### config.mk
export PLATFORM = sky130hd
export DESIGN_NAME = rx_cmd_parser
export DESIGN_NICKNAME = d
export VERILOG_FILES = /design/src/rtl/rx_cmd_parser.sv
export SDC_FILE = /design/constraint.sdc
export NUM_CORES = 1
export LEC_CHECK = 0
export ABC_CLOCK_PERIOD_IN_PS = 6950
export CAP_MARGIN = 0
export CELL_PAD_IN_SITES_DETAIL_PLACEMENT = 2
export CELL_PAD_IN_SITES_GLOBAL_PLACEMENT = 2
export CORE_ASPECT_RATIO = 1.1
export CORE_UTILIZATION = 33
export CTS_CLUSTER_SIZE = 14
export DETAILED_ROUTE_END_ITERATION = 6
export PLACE_DENSITY = 0.94
export RECOVER_POWER = 50
export SETUP_SLACK_MARGIN = 0.4
export SLEW_MARGIN = 20
export SYNTH_ARGS = -nofsm -noshare
export SYNTH_HDL_FRONTEND = slang
export SYNTH_SLANG_ARGS = --single-unit
### constraint.sdc
create_clock -name rx_clk -period 6.95 [get_ports rx_clk]
set_input_delay 1.0425 -clock rx_clk [delete_from_list [all_inputs] [get_ports rx_clk]]
set_output_delay 1.0425 -clock rx_clk [all_outputs]
set_load 0.02 [all_outputs]
### src/rtl/rx_cmd_parser.sv
// rx_cmd_parser
//   Parses received Ethernet frames carrying a small register command and
//   turns accepted commands into single-cycle register read/write strobes.
//   Frame layout: DST(6) SRC(6) TYPE(2) then payload
//   MAGIC, CMD (FF = write, 00 = read), ADDR, DATA, padding.
//   A command only takes effect when the frame ends with rx_good_frame while
//   the parser sits in PAD. Every other end of a parsed frame counts a drop.
//
// Parameters
//   LOCAL_MAC  station address compared with the destination (filter build)
//   CMD_MAGIC  required first payload byte
//
// Ports
//   rx_clk         clock, everything on the rising edge
//   reset          synchronous active-high reset
//   rx_data        received byte
//   rx_data_valid  byte qualifier, high for the whole frame
//   rx_good_frame  end-of-frame pulse, FCS ok
//   rx_bad_frame   end-of-frame pulse, frame failed
//   reg_wr/reg_rd  one-cycle register strobes, cycle after the good pulse
//   reg_addr       command address, held until the next strobe
//   reg_wdata      write data, held until the next write strobe
//   frame_cnt      accepted command count (wrapping)
//   drop_cnt       rejected frame count (wrapping)
//
// Build option
//   RX_CMD_MAC_FILTER_EN  when defined, frames whose destination is neither
//                         LOCAL_MAC nor broadcast are dropped after the 6th
//                         destination byte. Undefined: destination ignored.
module rx_cmd_parser #(
    parameter logic [47:0] LOCAL_MAC = 48'h0EDA02030405,
    parameter logic [7:0]  CMD_MAGIC = 8'hFF
) (
    input  logic        rx_clk,
    input  logic        reset,
    input  logic [7:0]  rx_data,
    input  logic        rx_data_valid,
    input  logic        rx_good_frame,
    input  logic        rx_bad_frame,
    output logic        reg_wr,
    output logic        reg_rd,
    output logic [7:0]  reg_addr,
    output logic [7:0]  reg_wdata,
    output logic [15:0] frame_cnt,
    output logic [15:0] drop_cnt
);

    typedef enum logic [3:0] {
        IDLE, DST, SRC, TYPE, MAGIC, CMD, ADDR, DATA, PAD, DROP
    } state_t;

    state_t      state_reg, state_next;
    logic [2:0]  byte_cnt_reg, byte_cnt_next;
    logic        valid_d_reg;
    logic        skip_reg;         // set by reset: ignore bytes until valid drops
    logic        is_wr_reg, is_wr_next;
    logic [7:0]  addr_sh_reg, addr_sh_next;
    logic [7:0]  data_sh_reg, data_sh_next;
    logic        reg_wr_reg, reg_rd_reg;
    logic [7:0]  reg_addr_reg, reg_wdata_reg;
    logic [15:0] frame_cnt_reg, frame_cnt_next;
    logic [15:0] drop_cnt_reg, drop_cnt_next;

    logic rise, end_any, end_good, end_seen, commit, drop_inc;

`ifdef RX_CMD_MAC_FILTER_EN
    // Only the first five destination bytes are stored; the sixth is
    // compared straight off rx_data.
    logic [39:0] dst_reg, dst_next;
    logic [47:0] dst_full;
    logic        dst_ok;
    assign dst_full = {dst_reg, rx_data};
    assign dst_ok   = (dst_full == LOCAL_MAC) || (dst_full == 48'hFFFFFFFFFFFF);
`else
    // Keeps the parameter referenced when no address comparator is built.
    localparam logic [47:0] unused_local_mac = LOCAL_MAC;
`endif

    assign rise     = rx_data_valid && !valid_d_reg && !skip_reg;
    assign end_any  = rx_good_frame || rx_bad_frame;
    assign end_good = rx_good_frame && !rx_bad_frame;
    assign end_seen = (state_reg != IDLE) && end_any;

    always_comb begin
        state_next    = state_reg;
        byte_cnt_next = byte_cnt_reg;
        is_wr_next    = is_wr_reg;
        addr_sh_next  = addr_sh_reg;
        data_sh_next  = data_sh_reg;
        commit        = 1'b0;
        drop_inc      = 1'b0;
`ifdef RX_CMD_MAC_FILTER_EN
        dst_next      = dst_reg;
`endif
        if (end_seen) begin
            if (end_good && state_reg == PAD) commit = 1'b1;
            else                              drop_inc = 1'b1;
            state_next = IDLE;
        end else if (rise && state_reg != IDLE) begin
            // New frame started before the old one ended.
            drop_inc = 1'b1;
        end

        if (rise) begin
            // The rising-edge byte is destination byte 0.
            state_next    = DST;
            byte_cnt_next = 3'd1;
`ifdef RX_CMD_MAC_FILTER_EN
            dst_next      = {dst_reg[31:0], rx_data};
`endif
        end else if (rx_data_valid && !end_seen) begin
            case (state_reg)
                DST: begin
`ifdef RX_CMD_MAC_FILTER_EN
                    dst_next = {dst_reg[31:0], rx_data};
`endif
                    if (byte_cnt_reg == 3'd5) begin
                        byte_cnt_next = 3'd0;
`ifdef RX_CMD_MAC_FILTER_EN
                        state_next    = dst_ok ? SRC : DROP;
`else
                        state_next    = SRC;
`endif
                    end else begin
                        byte_cnt_next = byte_cnt_reg + 3'd1;
                    end
                end
                SRC: begin
                    if (byte_cnt_reg == 3'd5) begin
                        byte_cnt_next = 3'd0;
                        state_next    = TYPE;
                    end else begin
                        byte_cnt_next = byte_cnt_reg + 3'd1;
                    end
                end
                TYPE: begin
                    if (byte_cnt_reg == 3'd1) begin
                        byte_cnt_next = 3'd0;
                        state_next    = MAGIC;
                    end else begin
                        byte_cnt_next = byte_cnt_reg + 3'd1;
                    end
                end
                MAGIC: state_next = (rx_data == CMD_MAGIC) ? CMD : DROP;
                CMD: begin
                    if (rx_data == 8'hFF) begin
                        is_wr_next = 1'b1;
                        state_next = ADDR;
                    end else if (rx_data == 8'h00) begin
                        is_wr_next = 1'b0;
                        state_next = ADDR;
                    end else begin
                        state_next = DROP;
                    end
                end
                ADDR: begin
                    addr_sh_next = rx_data;
                    state_next   = DATA;
                end
                DATA: begin
                    data_sh_next = rx_data;
                    state_next   = PAD;
                end
                default: ;  // IDLE (no edge), PAD and DROP absorb bytes
            endcase
        end

        frame_cnt_next = frame_cnt_reg + {15'd0, commit};
        drop_cnt_next  = drop_cnt_reg + {15'd0, drop_inc};
    end

    always_ff @(posedge rx_clk) begin
        if (reset) begin
            state_reg     <= IDLE;
            byte_cnt_reg  <= 3'd0;
            valid_d_reg   <= 1'b0;
            skip_reg      <= 1'b1;
            is_wr_reg     <= 1'b0;
            addr_sh_reg   <= 8'h00;
            data_sh_reg   <= 8'h00;
            reg_wr_reg    <= 1'b0;
            reg_rd_reg    <= 1'b0;
            reg_addr_reg  <= 8'h00;
            reg_wdata_reg <= 8'h00;
            frame_cnt_reg <= 16'h0000;
            drop_cnt_reg  <= 16'h0000;
`ifdef RX_CMD_MAC_FILTER_EN
            dst_reg       <= 40'd0;
`endif
        end else begin
            state_reg     <= state_next;
            byte_cnt_reg  <= byte_cnt_next;
            valid_d_reg   <= rx_data_valid;
            if (!rx_data_valid) skip_reg <= 1'b0;
            is_wr_reg     <= is_wr_next;
            addr_sh_reg   <= addr_sh_next;
            data_sh_reg   <= data_sh_next;
            reg_wr_reg    <= commit && is_wr_reg;
            reg_rd_reg    <= commit && !is_wr_reg;
            if (commit) reg_addr_reg <= addr_sh_reg;
            if (commit && is_wr_reg) reg_wdata_reg <= data_sh_reg;
            frame_cnt_reg <= frame_cnt_next;
            drop_cnt_reg  <= drop_cnt_next;
`ifdef RX_CMD_MAC_FILTER_EN
            dst_reg       <= dst_next;
`endif
        end
    end

    assign reg_wr    = reg_wr_reg;
    assign reg_rd    = reg_rd_reg;
    assign reg_addr  = reg_addr_reg;
    assign reg_wdata = reg_wdata_reg;
    assign frame_cnt = frame_cnt_reg;
    assign drop_cnt  = drop_cnt_reg;

endmodule

**After elaboration in Yosys (flattened, before gate mapping)**

Cells that the tools add are included.

- Muxes and demuxes: 22
- Divide/modulo/power cells: 0
- Eq/ne operators: 11
- Bitwise operators: 1
- $add $sub $neg: 3
- Shift-type cells: 0
- Reductions and logical operators: 28
- $lt $le $gt $ge: 0
- Multiply operators: 0

Operators with widths:

| kind | count |
|---|---|
| $add 16x1->16 | 2 |
| $mux 4 | 8 |
| $pmux 4 s7 | 1 |
| $eq 4x3->1 const B | 4 |
| $mux 1 | 10 |
| $logic_and 1x1->1 | 9 |
| $eq 4x2->1 const B | 2 |
| $eq 8x8->1 const B | 1 |
| $logic_not 8->1 | 1 |
| $mux 3 | 2 |
| $pmux 3 s2 | 1 |
| $reduce_and 3->1 | 2 |
| $reduce_bool 2->1 | 3 |
| $logic_not 1->1 | 5 |
| $eq 4x1->1 const B | 1 |
| $eq 4x4->1 const B | 1 |
| $reduce_and 2->1 | 2 |
| $reduce_and 4->1 | 1 |
| $reduce_bool 4->1 | 1 |
| $reduce_or 2->1 | 2 |
| $add 3x1->3 const B | 1 |
| $eq 3x1->1 const B | 1 |
| $eq 3x3->1 const B | 1 |
| $reduce_bool 3->1 | 1 |
| other kinds (2) | 2 |

- Bits in latches: 0
- Memories: 0
- ROM bits: 0
- Word-level logic and storage cells: 80
- Input bits: 13
- RAM bits: 0
- Bits in registers: 76
- Output and inout port bits: 50

**Depth between registers and ports, before layout**

Gate-level depths: netlist (run 1).

- Depth after elaboration: 7
- Depth in mapped cells: 13
- Mapped depth without buffers: 11

**Least setup slack after synthesis (run 1)**

Ideal clock, no wire load.

- Path type: input to register
- From: input port rx_data_valid
- To: register drop_cnt_reg[14], in the netlist drop_cnt[14]
- Setup time: 0.128 ns
- Required time: 6.822 ns
- Cell stages on the path: 11
- Data arrival time: 2.856 ns
- Path slack: 3.966 ns
- Buffers on the path: 0
- Cells stage by stage: or3b_2 > nand2_1 > nand2_1 > nor2_1 > ha_1 > ha_1 > nand4_1 > nor3_1 > nand3_1 > xor2_1 > nor2_1

- Longest elaborated chain between the ends: 6

Ends and longest elaborated chain:

| what | RTL line | RTL |
|---|---|---|
| start, declared | 37 | `input logic rx_data_valid,` |
| $logic_and 1x1->1 (2 in series) | 79 | `assign rise = rx_data_valid && !valid_d_reg && !skip_reg;` |
| $logic_and 1x1->1 | 99 | `end else if (rise && state_reg != IDLE) begin` |
| $mux 1 | 99 |  |
| $mux 1 | 95 | `if (end_seen) begin` |
| $add 16x1->16 | 169 | `drop_cnt_next = drop_cnt_reg + {15'd0, drop_inc};` |
| end signal, assigned | 203 | `drop_cnt_reg <= drop_cnt_next;` |
| end, declared | 62 | `logic [15:0] drop_cnt_reg, drop_cnt_next;` |

No other way between the ends.
A chain may end at the register's enable or synchronous reset.

**Final worst setup path (run 1)**

- From: input port rx_bad_frame
- To: register frame_cnt_reg[12], in the netlist frame_cnt[12]

- Longest elaborated chain between the ends: 6
- Elaborated cells between the ends (all ways): 8
- Those cells by class: add/sub: 1; mux: 2; reduce/logical: 5

Ends and longest elaborated chain:

| what | RTL line | RTL |
|---|---|---|
| start, declared | 39 | `input logic rx_bad_frame,` |
| $logic_not 1->1 | 81 | `assign end_good = rx_good_frame && !rx_bad_frame;` |
| $logic_and 1x1->1 | 81 |  |
| $logic_and 1x1->1 | 96 | `if (end_good && state_reg == PAD) commit = 1'b1;` |
| $mux 1 | 96 |  |
| $mux 1 * | 95 |  |
| $add 16x1->16 * | 168 | `frame_cnt_next = frame_cnt_reg + {15'd0, commit};` |
| end signal, assigned | 202 | `frame_cnt_reg <= frame_cnt_next;` |
| end, declared | 61 | `logic [15:0] frame_cnt_reg, frame_cnt_next;` |

Every way passes the cells marked *; elsewhere a longest branch is shown, timed or not.

==> results of run 1 <==
layer usage:
layer | up-vias | routed length [µm] | GRT usage
met5 | - | 0 | 0
li1 | 1372 | - | -
met2 | 43 | 5040 | 0.354
met3 | 15 | 218 | 0.0348
met1 | 1431 | 4100 | 0.224
met4 | 0 | 175 | 0.0640
path summary, 6_finish.rpt:
kind | startpoint | to | slack [ns] | cells after the start
max | rx_bad_frame | frame_cnt[12] | 2.98 | 11
min | reg_wdata[2] | reg_wdata[2] | 0.46 | 2
max reg2reg | state_reg[1] | frame_cnt[12] | 3.54 | 10
min reg2reg | reg_wdata[2] | reg_wdata[2] | 0.46 | 2
layout make-up:
class                           count  area (µm²)
Sequential cell                    76        1520
Fill cell                        1048        5370
Inverter                            5        18.8
Timing Repair Buffer               63         619
Multi-Input combinational cell    269        1630
Clock buffer                       10         128
Tap cell                          117         146
Clock inverter                      6        63.8
report_power, final:
| part | switching, mW | total [mW] | internal [mW] |
|---|---|---|---|
| Sequential | 0.00193 | 0.439 | 0.437 |
| Clock | 0.174 | 0.340 | 0.166 |
| Combinational | 0.0182 | 0.0295 | 0.0112 |
| Total | 0.194 | 0.808 | 0.614 |
worst register-to-register path: cells and delay by family (launching register included):
family / cells / cell delay, ns
adder cells (fa/ha/maj): 2 / 0.52
buffers and inverters: 1 / 0.41
XOR/XNOR: 1 / 0.17
AND/OR/NAND/NOR: 6 / 1.57
flip-flops: 1 / 0.46
logic make-up (layout without fill, tap and decap cells):
family,after synthesis,in the layout
multiplexers,18,18
flip-flops,76,76
AO/OA/AOI/OAI,50,50
buffers and inverters,23,84
AND/OR/NAND/NOR,168,168
XOR/XNOR,27,27
adder cells (fa/ha/maj),6,6
cell usage after synthesis (all sizes together):
cell type	instances
a2111oi	1
nand2	40
a311oi	1
a31oi	2
a21o	2
and3	2
nor2b	6
nor3	7
nor3b	1
clkbuf	12
or2	4
nor4	6
a22oi	1
ha	6
nor2	53
and4bb	1
buf	6
o311ai	1
or3b	3
a211oi	1
nand3	25
nand2b	2
and3b	1
o311a	1
or3	4
dfxtp	76
and4	1
and2	1
inv	5
mux2i	18
xnor2	7
a21oi	27
nand3b	3
nand4	8
o21a	1
o21ai	11
xor2	20
a41o	1
metrics by stage:
step | cells | util
after floorplan | 368 | -
after global placement | 530 | 0.415
after detailed placement | 530 | 0.415
after CTS | 546 | 0.435
after global routing | 546 | 0.435
final | 546 | 0.435
==> results.ini, run 1 <==
[clocking]
cts_resized=0
clk_pin_slew_worst_paths_ns=0.09
cts_hold_buf=0
cts_buffers=9
cts_tree=yes
post-cts-setup-buffer-count=0
clk_path_buf_depth=2
clockRootBuffer=clkbuf_8
cts_sinks=76
clk_latency_ns=0.35
htreeDepth=3

[placed_design]
place_area_mm2=0.00394
place_congestion=0.754
dpl.hpwl_um=6570
io_buffers=62
place_ws_ns=2.78

[global_routing]
grt.total_usage=0.193
grt_max_degree=73
grt_pass1_vias=3099
grt_pass1_wl_um=15700
overflow=0
antenna_found_initial=0

[sta]
holdWs_ns=0.463
setup_viol=0
finalSetupTns_ns=0
max_slew_margin=-1.17
layout_min_cycle_time_ns=3.97
max_freq_ghz=0.252
hold_viol_final=0
slew_violations=73
rsz0062_at_grt=no
finalWorstSetupSlack_ns=2.98
max_slew.worst_pin.slew_ns=3.25
post-route-period-util=0.572
fin_skew_ns=0.00967

[route]
routed_wl_um=9530
ant_nets=0
vias=2861
routedWlPerCell_um=17.5
drt_first_pass_iters=4
drt_iter0_drc=77
viasPerCell=5.24
drc=0

[synthesis]
synthCells=368
synth_area_leaders=dfxtp_1, nor2_1, mux2i_1, xor2_1, nand2_1
netlist_area_mm2=0.00326
synth-xor-area-share=0.0726
synth_top_family_by_area=simple AND/OR/NAND/NOR gates
synth_compound_area_frac=0.0917
yosysTopAreaCellShare=0.467
synthMuxAreaShare=0.0553
ys_seq_elements=76
yosysWarningCount=0
ys_types=48
synth_area_leader_cell=dfxtp_1
yosys.area_share.simple=0.258
synth.avg_cell_area_um2=8.86
yosysSeqAreaShare=0.467
synthesis.nets=387
synth-adder-area-share=0.0230

[setup_path]
slowest_delay_ns=0.49
crit_required_ns=7.03
cp_top_family=simple AND/OR/NAND/NOR gates
worst-path-buf-inv=2
crit_chain=clkdlybuf4s50_1 > nor4_1 > nand3_1 > inv_2 > ha_1 > ha_1 > nand2_1 > nor3_1 > nand3_1 > xor2_1 > nor2_1
critical_path_arrival_ns=4.06
cp_max_fo=18
critPathSlowestCell=nor3_1
crit_type=in -> reg
start_kind=primary input
worst_setup_path_end_kind=flop

[cells_and_area]
area_growth_pct=26.5
nets=443
stdcell_area_mm2=0.00412
final_cell_mix=dfxtp_1, nor2_1, dlygate4sd3_1, nand2_1, a21oi_1
antenna_cells=0
final_common_cell=dfxtp_1
drive_gt1_frac=0.0676

[floorplanning]
die-width_um=96.8
rows=37
die_area_mm2=0.0103
die_h_um=106
io_pins=63
start_util=0.343
core_mm2=0.00949

[outcome]
status=finished, violations left
failed_checks=capacitance limit, slew limit

[power_and_ir_drop]
power_leakage_nw=1.62
total_power_mw=0.808
power.density_mw_per_mm2=196
vdd_ir_drop_max_mv=0.0880

[flow_run]
maxCapViolCount=1

[worst_hold_path]
min-delay-path-class=reg -> reg

Power figures use the tool's default switching activity.
==> run 2, diff against run 1 <==
--- a/config.mk
+++ b/config.mk
@@ -5,15 +5,15 @@
 export SDC_FILE = /design/constraint.sdc
 export NUM_CORES = 1
 export LEC_CHECK = 0
-export ABC_CLOCK_PERIOD_IN_PS = 6950
+export ABC_CLOCK_PERIOD_IN_PS = 3800
 export CAP_MARGIN = 0
 export CELL_PAD_IN_SITES_DETAIL_PLACEMENT = 2
 export CELL_PAD_IN_SITES_GLOBAL_PLACEMENT = 2
 export CORE_ASPECT_RATIO = 1.1
-export CORE_UTILIZATION = 33
+export CORE_UTILIZATION = 31
 export CTS_CLUSTER_SIZE = 14
 export DETAILED_ROUTE_END_ITERATION = 6
-export PLACE_DENSITY = 0.94
+export PLACE_DENSITY = 0.89
 export RECOVER_POWER = 50
 export SETUP_SLACK_MARGIN = 0.4
 export SLEW_MARGIN = 20
==> constraint.sdc (replaced) <==
create_clock -name rx_clk -period 3.8 [get_ports rx_clk]
set_input_delay 0.57 -clock rx_clk [delete_from_list [all_inputs] [get_ports rx_clk]]
set_output_delay 0.57 -clock rx_clk [all_outputs]
set_load 0.02 [all_outputs]
==> run 2 against run 1 <==
The flow still finishes with violations (capacitance limit, slew limit). Non-clock buffer count up 2. Power up 100%. Setup slack worse by 2.4 ns. Global-route usage down 1.2 points. Final cell count up 4.6%. Cell area up 2.5%. Register-to-register slack worse by 2.5 ns. Clock skew up 0.0032 ns. Sequential cell count unchanged. Sequential share of layout area down 0.92 points. Highest routed layer unchanged. Clock power up 130%. Core utilization down 1.3 points.
==> results.ini, run 2 (same netlist as run 1, synthesis figures left out) <==
[placed_design]
dpl.hpwl_um=6670
io_buffers=62
place_ws_ns=0.393
place_congestion=0.781

[global_routing]
grt.total_usage=0.181
grt_pass1_vias=3109
overflow=0
grt_pass1_wl_um=15400
grt_max_degree=72
antenna_found_initial=0

[route]
vias=2824
viasPerCell=4.95
routed_wl_um=9350
drt_first_pass_iters=4
ant_nets=0
drc=0
drt_iter0_drc=83
routedWlPerCell_um=16.4

[cells_and_area]
final_cell_mix=dfxtp_1, nor2_1, dlygate4sd3_1, nand2_1, a21oi_1
antenna_cells=0
final_common_cell=dfxtp_1
area_growth_pct=29.8
nets=445
fin_util=0.422
drive_gt1_frac=0.0766

[outcome]
status=finished, violations left
failed_checks=capacitance limit, slew limit

[sta]
layout_min_cycle_time_ns=3.17
max_freq_ghz=0.315
max_slew.worst_pin.slew_ns=3.15
max_slew_margin=-1.10
hold_viol_final=0
setup_viol=0
post-route-period-util=0.835
rsz0062_at_grt=no
finalSetupTns_ns=0
slew_violations=72
fin_skew_ns=0.0129
finalWorstSetupSlack_ns=0.626

[clocking]
clockRootBuffer=clkbuf_8
cts_tree=yes
cts_hold_buf=0
cts_buffers=9
cts_resized=0
clk_pin_slew_worst_paths_ns=0.09
cts_sinks=76
post-cts-setup-buffer-count=0
htreeDepth=3
clk_latency_ns=0.36
clk_path_buf_depth=2

[setup_path]
cp_max_fo=6
worst_setup_path_end_kind=flop
start_kind=primary input
crit_required_ns=3.90
critical_path_arrival_ns=3.28
crit_type=in -> reg

[power_and_ir_drop]
vdd_ir_drop_max_mv=0.173
power_leakage_nw=1.65
power.density_mw_per_mm2=385

[floorplanning]
start_util=0.325
rows=38
io_pins=63
die_area_mm2=0.0109
core_mm2=0.0100
die-width_um=99.8
die_h_um=110

[worst_hold_path]
min-delay-path-class=reg -> reg

[flow_run]
maxCapViolCount=1

run 2: cell type report:
class	instances	area [µm²]
fillers	1124	5800
multi-input cells	269	1630
flip-flops and latches	76	1520
repair buffers	65	634
well taps	140	175
clock buffers	9	124
clock inverters	7	124
inverters	5	18.8
run 2: where the power goes:
group	switching [mW]	leakage [nW]	internal, mW
logic	0.0335	0.915	0.0201
clock network	0.332	0.120	0.441
registers	0.00367	0.613	0.799
total	0.369	1.65	1.26
run 2: worst paths after layout:
path | to | slack (ns) | cells past startpoint | startpoint
worst max register to register | frame_cnt[12] | 1.02 | 10 | state_reg[0]
worst max-delay path | drop_cnt[14] | 0.63 | 12 | rx_data_valid
worst min register to register | reg_wdata[6] | 0.46 | 2 | reg_wdata[6]
worst min-delay path | reg_wdata[6] | 0.46 | 2 | reg_wdata[6]
run 2: per-layer routing:
metal,wire (µm),GRT usage,up-vias
met4,131,0.0693,0
li1,-,-,1372
met3,208,0.0254,12
met2,4960,0.334,37
met1,4050,0.212,1403
met5,0,0,-
run 2: critical path, stage by stage:
cell and delay, ns:
dlygate4sd3_1 0.62, or3b_2 0.53, nand2_1 0.12, nand2_1 0.06
nor2_1 0.10, ha_1 0.20, ha_1 0.22, nand4_1 0.21
nor3_1 0.31, nand3_1 0.14, xor2_1 0.15, nor2_1 0.06
run 2: stage by stage:
step | hold slack (ns) | area, µm² | total power, mW | cells
floorplan | 0.432 | 3260 | 0.848 | 368
CTS | 0.465 | 4230 | 1.65 | 571
global placement | 0.444 | 3990 | 0.875 | 555
global route | 0.479 | 4230 | 1.68 | 571
finish | 0.457 | 4230 | 1.63 | 571
detailed placement | 0.450 | 3990 | 0.876 | 555
==> run 3, diff against run 2 <==
--- a/config.mk
+++ b/config.mk
@@ -5,7 +5,7 @@
 export SDC_FILE = /design/constraint.sdc
 export NUM_CORES = 1
 export LEC_CHECK = 0
-export ABC_CLOCK_PERIOD_IN_PS = 3800
+export ABC_CLOCK_PERIOD_IN_PS = 3100
 export CAP_MARGIN = 0
 export CELL_PAD_IN_SITES_DETAIL_PLACEMENT = 2
 export CELL_PAD_IN_SITES_GLOBAL_PLACEMENT = 2
==> constraint.sdc (replaced) <==
create_clock -name rx_clk -period 3.1 [get_ports rx_clk]
set_input_delay 0.465 -clock rx_clk [delete_from_list [all_inputs] [get_ports rx_clk]]
set_output_delay 0.465 -clock rx_clk [all_outputs]
set_load 0.02 [all_outputs]
==> run 3 against run 2 <==
The run still ends with capacitance limit, slew limit left. Setup slack got worse by 0.20 ns. Sequential share of layout area fell by 0.52 points. Core utilization rose by 0.62 points. Final cell count rose by 1.1%. Non-clock buffer count rose by 6. Die area did not move. Clock skew fell by 0.0019 ns. First-iteration DRC count fell by 17%. Global-route usage rose by 0.99 points. Via count rose by 2.2%. Critical path type is now reg -> reg. Critical endpoint is now drop_cnt[8]. Largest power group unchanged.
==> results.ini, run 3 (same netlist as run 1, synthesis figures left out) <==
[outcome]
status=finished, violations left
failed_checks=capacitance limit, slew limit

[clocking]
cts_hold_buf=0
post-cts-setup-buffer-count=0
cts_sinks=76
cts_buffers=9
clockRootBuffer=clkbuf_8
clk_pin_slew_worst_paths_ns=0.08
clk_path_buf_depth=2
cts_resized=0
cts_tree=yes
clk_latency_ns=0.36
htreeDepth=3

[route]
drc=0
vias=2885
drt_first_pass_iters=4
routed_wl_um=9710
routedWlPerCell_um=16.8
viasPerCell=5.00
drt_iter0_drc=69
ant_nets=0

[cells_and_area]
antenna_cells=0
fillers=1104
final_common_cell=dfxtp_1
final_cell_mix=dfxtp_1, nor2_1, dlygate4sd3_1, nand2_1, a21oi_1
nets=451
drive_gt1_frac=0.0938
stdcell_area_mm2=0.00429
area_growth_pct=31.7

[global_routing]
grt_max_degree=72
grt_pass1_wl_um=15900
overflow=0
grt_pass1_vias=3123
antenna_found_initial=0
grt.total_usage=0.191

[setup_path]
timing.rr.start=state_reg[0]
cp_max_fo=12
critical_path_arrival_ns=2.94
reg2regPathDepth=10
worst_setup_path_end_kind=flop
rr_endpoint=drop_cnt[8]
rrSetupSlack_ns=0.42
crit_type=reg -> reg
crit_required_ns=3.36
start_kind=flop

[worst_hold_path]
hp-start=reg_wdata[6]
min-delay-path-class=reg -> reg
worstHoldPathCells=2
hold_end=reg_wdata[6]

[sta]
max_freq_ghz=0.374
finalWorstSetupSlack_ns=0.425
layout_min_cycle_time_ns=2.68
hold_viol_final=0
max_slew.worst_pin.slew_ns=1.50
fin_skew_ns=0.0111
max_slew_margin=-0.00157
rsz0062_at_grt=no
finalSetupTns_ns=0
post-route-period-util=0.863
slew_violations=56
setup_viol=0

[placed_design]
place_congestion=0.814
dpl.hpwl_um=6950
place_ws_ns=0.0260
place_area_mm2=0.00403
io_buffers=62

[floorplanning]
die_h_um=110
start_util=0.325
rows=38
io_pins=63
die-width_um=99.8
die_area_mm2=0.0109
core_mm2=0.0100

[power_and_ir_drop]
vdd_ir_drop_max_mv=0.272
power_leakage_nw=1.67
power.density_mw_per_mm2=468
total_power_mw=2.01

[flow_run]
maxCapViolCount=1

run 3: changes by cell type in the layout (fill, tap and decap cells not counted), sizes merged:
cell	before	now
clkbuf	10	14
clkinvlp	1	0
clkdlybuf4s50	11	15
dlygate4sd3	50	46
inv	6	4
buf	3	8
run 3: worst max-delay path, stage by stage, from the launching register on:
cell and delay [ns]:
dfxtp_1 0.63, nor4_1 0.13, nand3_1 0.26, nand2_1 0.11, nor2_1 0.15, ha_2 0.22, ha_2 0.20, nand4_1 0.16
buf_4 0.19, or3_1 0.33, a21oi_1 0.17
run 3: area by class of cell:
cell class                      instances  area (µm²)  share of cell area
Clock inverter                          4        95.1              0.0222
Clock buffer                           12         155              0.0362
Timing Repair Buffer                   71         679               0.158
Multi-Input combinational cell        269        1650               0.384
Tap cell                              140         175              0.0408
Inverter                                5        18.8             0.00437
Sequential cell                        76        1520               0.355
run 3: power breakdown:
group	switching, mW	leakage (nW)	internal, mW
combinational	0.0423	0.931	0.0274
sequential	0.00485	0.613	0.979
clock	0.376	0.127	0.578
total	0.423	1.67	1.58
run 3: worst max path at each step:
| stage | start | end | cells past startpoint |
|---|---|---|---|
| 3_5_place_dp | rx_data_valid | drop_cnt[14] | 12 |
| 4_1_cts | rx_data_valid | drop_cnt[14] | 12 |
| 2_1_floorplan | state_reg[0] | frame_cnt[14] | 12 |
| 6_report | state_reg[0] | drop_cnt[8] | 10 |
| 5_1_grt | state_reg[0] | frame_cnt[12] | 11 |
| 3_3_place_gp | rx_data_valid | drop_cnt[14] | 12 |
run 3: metrics by stage:
stage | std cells | util | hold WS (ns)
2_1_floorplan | 368 | - | 0.432
3_5_place_dp | 561 | 0.402 | 0.450
4_1_cts | 577 | 0.427 | 0.462
6_report | 577 | 0.428 | 0.455
5_1_grt | 577 | 0.428 | 0.483
3_3_place_gp | 561 | 0.402 | 0.445
run 3: metal layers:
metal  wire length [µm]  GRT usage  vias to the layer above
li1                   -          -                     1389
met1               4070      0.214                     1438
met2               5180      0.351                       44
met3                270     0.0362                       14
met4                183     0.0851                        0
met5                  0          0                        -
